===== src/rtl/d_to_ex_skid_reg.sv =====
// d_to_ex_skid_reg: elastic decode->execute pipeline stage.
// Carries one opaque packed payload from decode to execute through a valid/ready
// handshake backed by a 2-entry skid buffer (main + skid), so in_ready is taken
// straight from a flop and never combinationally depends on out_ready.
// A flush (branch mispredict) kills every beat held or arriving in that cycle.
// Optional feature macro: D2EX_PERF_EN adds three saturating performance counters
// (stall/bubble/flush). Without it the counter ports are tied to zero.

module d_to_ex_skid_reg #(
  parameter int DATA_W        = 160,
  parameter int ZERO_ON_FLUSH = 1,
  parameter int CNT_W         = 16
) (
  input  logic              clk,
  input  logic              rst,
  input  logic              in_valid,
  input  logic [DATA_W-1:0] in_data,
  output logic              in_ready,
  output logic              out_valid,
  output logic [DATA_W-1:0] out_data,
  input  logic              out_ready,
  input  logic              flush,
  output logic [1:0]        occupancy,
  output logic [CNT_W-1:0]  stall_cnt,
  output logic [CNT_W-1:0]  bubble_cnt,
  output logic [CNT_W-1:0]  flush_cnt
);

  localparam bit ZeroPayload = (ZERO_ON_FLUSH != 0);

  logic              r_main_valid;
  logic [DATA_W-1:0] r_main_data;
  logic              r_skid_valid;
  logic [DATA_W-1:0] r_skid_data;

  logic              w_fire_in;
  logic              w_fire_out;
  logic              w_main_free;

  // Handshake qualifiers: the stage accepts whenever skid is empty.
  always_comb begin
    w_fire_in   = in_valid & ~r_skid_valid;
    w_fire_out  = r_main_valid & out_ready;
    w_main_free = ~r_main_valid | w_fire_out;
  end

  // Main/skid state: rst beats flush, flush beats normal flow; skid drains before new beats.
  always_ff @(posedge clk) begin
    if (rst || flush) begin
      r_main_valid <= 1'b0;
      r_skid_valid <= 1'b0;
      if (ZeroPayload) begin
        r_main_data <= {DATA_W{1'b0}};
        r_skid_data <= {DATA_W{1'b0}};
      end
    end else if (w_main_free) begin
      if (r_skid_valid) begin
        // Oldest beat sits in skid: promote it; no new beat can fire while skid is full.
        r_main_valid <= 1'b1;
        r_main_data  <= r_skid_data;
        r_skid_valid <= 1'b0;
      end else begin
        // Empty or pass-through: main takes the incoming beat, or goes empty.
        r_main_valid <= w_fire_in;
        if (w_fire_in) begin
          r_main_data <= in_data;
        end
      end
    end else begin
      // Main is held by downstream: park an accepted beat in skid.
      if (w_fire_in) begin
        r_skid_valid <= 1'b1;
        r_skid_data  <= in_data;
      end
    end
  end

  // Outputs come straight from the state flops.
  always_comb begin
    in_ready  = ~r_skid_valid;
    out_valid = r_main_valid;
    out_data  = r_main_data;
    occupancy = {1'b0, r_main_valid} + {1'b0, r_skid_valid};
  end

`ifdef D2EX_PERF_EN
  logic [CNT_W-1:0] r_stall_cnt;
  logic [CNT_W-1:0] r_bubble_cnt;
  logic [CNT_W-1:0] r_flush_cnt;

  // Saturating event counters; they hold at all-ones and clear only on rst.
  always_ff @(posedge clk) begin
    if (rst) begin
      r_stall_cnt  <= {CNT_W{1'b0}};
      r_bubble_cnt <= {CNT_W{1'b0}};
      r_flush_cnt  <= {CNT_W{1'b0}};
    end else begin
      if (r_main_valid && !out_ready && (r_stall_cnt != {CNT_W{1'b1}})) begin
        r_stall_cnt <= r_stall_cnt + CNT_W'(1);
      end
      if (!r_main_valid && (r_bubble_cnt != {CNT_W{1'b1}})) begin
        r_bubble_cnt <= r_bubble_cnt + CNT_W'(1);
      end
      if (flush && (occupancy != 2'd0) && (r_flush_cnt != {CNT_W{1'b1}})) begin
        r_flush_cnt <= r_flush_cnt + CNT_W'(1);
      end
    end
  end

  // Expose the counter flops.
  always_comb begin
    stall_cnt  = r_stall_cnt;
    bubble_cnt = r_bubble_cnt;
    flush_cnt  = r_flush_cnt;
  end
`else
  // Counters compiled out: ports kept and tied off so the interface is unchanged.
  always_comb begin
    stall_cnt  = {CNT_W{1'b0}};
    bubble_cnt = {CNT_W{1'b0}};
    flush_cnt  = {CNT_W{1'b0}};
  end
`endif

endmodule


===== config.mk =====
export PLATFORM = sky130hd
export DESIGN_NAME = d_to_ex_skid_reg
export DESIGN_NICKNAME = d
export VERILOG_FILES = /design/src/rtl/d_to_ex_skid_reg.sv
export SDC_FILE = /design/constraint.sdc
export NUM_CORES = 1
export LEC_CHECK = 0
export CORE_MARGIN = 10
export CORE_UTILIZATION = 54
export CTS_BUF_LIST = sky130_fd_sc_hd__clkbuf_8
export CTS_CLUSTER_SIZE = 40
export DETAILED_ROUTE_END_ITERATION = 8
export PLACE_DENSITY = 0.95
export SYNTH_ARGS = -nofsm -noshare
export SYNTH_HDL_FRONTEND = slang
export SYNTH_SLANG_ARGS = --single-unit

===== constraint.sdc =====
create_clock -name clk -period 3.5 [get_ports clk]
set_clock_uncertainty 0.15 [all_clocks]
set_input_delay 0.7 -clock clk [delete_from_list [all_inputs] [get_ports clk]]
set_output_delay 0.7 -clock clk [all_outputs]
set_load 0.05 [all_outputs]

# After elaboration in Yosys (flattened, before gate mapping)
# Index checks and enable logic that the tools add are counted.
# classes
n_mux	3
n_addsub	1
n_bitwise	6
reduce_logical	5
# op_table
cell	n
160-bit two-way mux	2
2-bit AND reduction	2
1-bit NOT	3
1-bit by 1-bit adder with 2-bit output	1
1-bit bitwise AND	2
2-bit nonzero test	1
2-bit OR reduction	1
1-bit logical OR	1
1-bit two-way mux	1
1-bit bitwise OR	1
# word_totals
elab_cells	19
regBits	322
in_bits	165

# Longest topological paths before layout
# Gate-level depths: netlist (run 1).
# logic_depth
ltp_word	4
mapped_depth	7

# Least setup slack after synthesis (run 1)
# No wires, ideal clock.
# synth_path
path_type	flip-flop to output port
startpoint	register r_main_valid (netlist: out_valid)
endpoint	output port occupancy[1]
arrival_ns	1.210
setup_slack_ns	1.440
n_path_buf	0
t_required_ns	2.650
stages_incl_launch_ff	2
cell_sequence	dfxtp_1 > ha_1
# synth_between
elab_chain_len	1
# synth_rtl
item	line_no	source
start, declared	31	logic r_main_valid;
start signal, assigned	64	r_main_valid <= w_fire_in;
1-bit by 1-bit adder with 2-bit output	83	occupancy = {1'b0, r_main_valid} + {1'b0, r_skid_valid};
end, declared	23	output logic [1:0] occupancy,
# Every way passes these cells.

# Final worst setup path (run 1)
# layout_path
startpoint	register r_skid_valid
endpoint	output port occupancy[1]
# layout_between
elab_chain_len	1
# layout_rtl
item	line_no	source
start, declared	33	logic r_skid_valid;
start signal, assigned	51	r_skid_valid <= 1'b0;
start signal, assigned	61	r_skid_valid <= 1'b0;
start signal, assigned	72	r_skid_valid <= 1'b1;
1-bit by 1-bit adder with 2-bit output	83	
# Every way passes these cells.

==> results.txt, run 1 <==
- Prior to clock tree synthesis, the placed netlist has a worst setup slack of between 0.7 and 0.8 ns.
* First-pass GRT wire length: approximately 68000 µm
- Once the floorplan was initialized, standard cells occupied 54.6% of the core.
- The share of synthesized area in the top cell type comes to 47.1%.
* Final weighted congestion in routability-driven placement: 0.835
- The area growth from synthesis to layout is 32.0%.
* Antenna diode instance count: 0
* Detail Placement HPWL: 28300 µm
- Synth cell count leaders: dfxtp_1 (322), a21oi_1 (321), nand2_1 (320)
- In this run the tightest slew margin relative to its limit is 28.6%.
* Cell taking the most area after synthesis: dfxtp_1
- Routed Wire Length: 44400 µm
* DRT iter0 DRCs: approximately 1200
* Register area share after synthesis: between 40% and 50%
- The clock net in this run drives a total of 322 sinks.
* Via count of the first global-routing pass: between 10000 and 15000
* RSZ-0062 raised after global routing: false
- For the worst setup path, the data arrival time is 2.20 ns.
- TritonCTS built the clock tree.
* Total I/O pin count: between 300 and 400
- TritonCTS created 52 clock buffers.
- Derived from the worst setup path, the maximum achievable clock frequency is 0.328 GHz.
- For this run, the post-layout net count is ~1900.
- Horizontal die dimension: 179 µm
- Power Dens Cells: between 400 and 500 nW/µm²
- Once the clock tree was built, the resizer swapped 0 gates to a different size.
* Worst Setup Slack, final: 0.447 ns
- Setup Viol. Count Final: 0
- The synthesized design contains 322 register bits.
- The die covers about 32000 µm².
- Delay-heaviest family, CP: buffers and inverters
* Worst hold-check path type: reg2reg
- Port buffering added 328 buffers.
* Synth unique cells: 22
* GRT overflow: 0
- Number of maximum-capacitance violations: 0
* Maximum vdd ir drop: slightly below 400 µV
- Max Root-Sink Buffers: 3
* Total standard cell area after synthesis: 13700 µm²
* Post-synthesis area per instance: 9.20 µm²
- In the routed layout, each cell is associated on average with a via count of about 5.9.
* Count of nets left with antenna violations after detail routing: 0
- Largest net degree at the start of global routing: 92
* CTS root buffer: clkbuf_8
* Number of vias after detailed routing: around 13000
- Row generation in the floorplan step produced 58 rows.
- Slowest cell on crit path: clkdlybuf4s50_1
- Summed over all cells, the static leakage comes to 0.00589 µW.
- Initial antenna violation count: 2
- After technology mapping, the gate count stands at 1486.
- Along the worst path, the maximum fanout reaches 18.
* Number of flops mapped to enable cells by yosys: 0
- Final Core Density: 72.1%
- Core Footprint: ~25000 µm²
* Synth async-reset ratio: 0%
- Counting the fill cells in the layout gives 1569.
- After detailed routing, the number of remaining DRC violations is 0.
* Max stage delay on crit path: 0.86 ns
- Crit path time final: approximately 3 ns
- For the worst-skew pair, the clock arrives at the later sink with an insertion delay of 0.57 ns.
- The hold violation count in the final report was 0.
* Total global-route track usage: a little over a quarter
- The first TritonRoute pass finished after 5 iterations.
- Buffers inserted to repair hold after CTS numbered 0.
- Among all cell types in the netlist, the one instantiated most often is dfxtp_1.
- The critical path goes through ha_1 -> clkdlybuf4s50_1.
* Fraction of layout instances using a drive strength above 1: 12.0%
- Postcts setup bufs: 0
* Most area-consuming cells after synthesis: dfxtp_1 (47%), a21oi_1 (12%), mux2i_1 (12%)
* Chip Height: approximately 180 µm
- Level count of the clock H-tree: 2
- The number of buffers and inverters on the critical path is 1.
* Outcome: completed
- Sort of element at the end of the critical path: output pin
* Final period utilization: 87.2%
- For this run, the number of Yosys warnings is 0.
* Setup_tns: 0 ns
- Category of the worst setup path launch point: flip-flop
- Number of pins exceeding their max-slew limit in the final report: 0
* Slew @ Worst Pin: 1.07 ns
* CP Data Required Time: 2.65 ns
* Clock transition time at the flip-flop clock pins of the worst setup and hold paths: 0.06 ns
- After detailed routing, the average wire length per cell comes to approximately 21 µm.
* Primary FF master, synth: dfxtp_1
- By startpoint and endpoint, the worst setup path is classified as reg2out.
## registers in the layout, indices dropped and copies added (netlist names)
| signal | flops |
|---|---|
| out_data | 160 |
| r_skid_valid | 1 |
| r_skid_data | 160 |
| out_valid | 1 |
## path summary, 6_finish.rpt
check,from,end,slack [ns],depth (start not counted)
worst max register to register,r_skid_valid$_SDFFE_PP0P_,out_data[37]$_SDFFE_PP0P_,1.24,3
worst min-delay path,r_skid_data[122]$_SDFFE_PP0P_,r_skid_data[122]$_SDFFE_PP0P_,0.30,2
worst max-delay path,r_skid_valid$_SDFFE_PP0P_,occupancy[1],0.45,2
worst min register to register,r_skid_data[122]$_SDFFE_PP0P_,r_skid_data[122]$_SDFFE_PP0P_,0.30,2
## per-layer routing
metal / global-route usage, % / up-vias / wire, µm
met5: 0 / - / 27
li1: - / 5650 / -
met3: 8.34 / 116 / 5030
met1: 30.8 / 5992 / 16600
met4: 9.94 / 4 / 1400
met2: 43.4 / 748 / 21400
## layout make-up
type | instances | area (µm²) | share of cell area [%]
clock inverter | 24 | 143 | 0.791
multi-input combinational | 1018 | 6400 | 35.4
inverter | 1 | 3.75 | 0.0208
tap | 330 | 413 | 2.29
clock buffer | 67 | 922 | 5.11
sequential | 322 | 6450 | 35.7
timing repair buffer | 359 | 3720 | 20.6
## power by group
part	internal, µW	switching, µW
Clock	1790	1490
Combinational	474	866
Sequential	3760	66.8
Total	6020	2420
## metrics by stage
stage | instance area [µm²] | std cells | hold slack, ns | power [µW]
finish | 18000 | 2121 | 0.304 | 8450
global route | 18000 | 2121 | 0.327 | 8720
CTS | 18000 | 2121 | 0.304 | 8470
detailed placement | 17000 | 2030 | 0.296 | 5220
global placement | 17000 | 2030 | 0.290 | 5190
floorplan | 13800 | 1533 | 0.286 | 4750
## cells in the final DEF (no fill, tap or decap)
| master | synthesis | final |
|---|---|---|
| and4bb_4 | 0 | 1 |
| buf_4 | 48 | 15 |
| a211oi_1 | 60 | 60 |
| nor3_1 | 1 | 1 |
| a211oi_2 | 100 | 100 |
| nand2b_4 | 0 | 1 |
| a21oi_1 | 321 | 321 |
| nand4bb_4 | 0 | 1 |
| bufinv_16 | 0 | 1 |
| buf_12 | 0 | 16 |
| nand2_1 | 320 | 320 |
| inv_1 | 1 | 15 |
| ha_1 | 1 | 1 |
| clkinv_8 | 0 | 1 |
| and2_4 | 0 | 1 |
| clkdlybuf4s50_1 | 0 | 328 |
| clkbuf_8 | 0 | 67 |
| clkinv_2 | 0 | 7 |
| mux2i_1 | 160 | 160 |
| conb_1 | 1 | 48 |
| dfxtp_1 | 322 | 321 |
| nor2_1 | 1 | 1 |
| inv_6 | 0 | 1 |
| or2_4 | 0 | 2 |
| dfxtp_4 | 0 | 1 |
## worst min-delay path: stages (launching register included)
cell and delay, ns:
dfxtp_1 0.31, nand2_1 0.05, a21oi_1 0.05
## cell families after synthesis
kind of cell    Yosys count  share of synthesized area, %
other cells               1                        0.0274
buf+inv                 193                          7.62
simple gates            328                          9.21
fa+ha+maj                 1                        0.0915
mux                     160                          11.7
flops                   322                          47.1
compound gates          481                          24.2
Note: power is estimated with default switching activity, not from simulation.
==> inputs of run 2 (changes only) <==
--- a/config.mk
+++ b/config.mk
@@ -10,6 +10,7 @@
 export CTS_BUF_LIST = sky130_fd_sc_hd__clkbuf_8
 export CTS_CLUSTER_SIZE = 40
 export DETAILED_ROUTE_END_ITERATION = 8
+export HOLD_SLACK_MARGIN = 0.15
 export PLACE_DENSITY = 0.95
 export SYNTH_ARGS = -nofsm -noshare
 export SYNTH_HDL_FRONTEND = slang
==> results of run 2 <==
The final DEF is identical to that of run 1; final timing and power are the same.
==> inputs of run 3 (changes only) <==
--- a/config.mk
+++ b/config.mk
@@ -8,7 +8,7 @@
 export CORE_MARGIN = 10
 export CORE_UTILIZATION = 54
 export CTS_BUF_LIST = sky130_fd_sc_hd__clkbuf_8
-export CTS_CLUSTER_SIZE = 40
+export CTS_CLUSTER_DIAMETER = 200
 export DETAILED_ROUTE_END_ITERATION = 8
 export HOLD_SLACK_MARGIN = 0.15
 export PLACE_DENSITY = 0.95
==> results of run 3 <==
The final DEF is identical to that of run 1; final timing and power are the same.
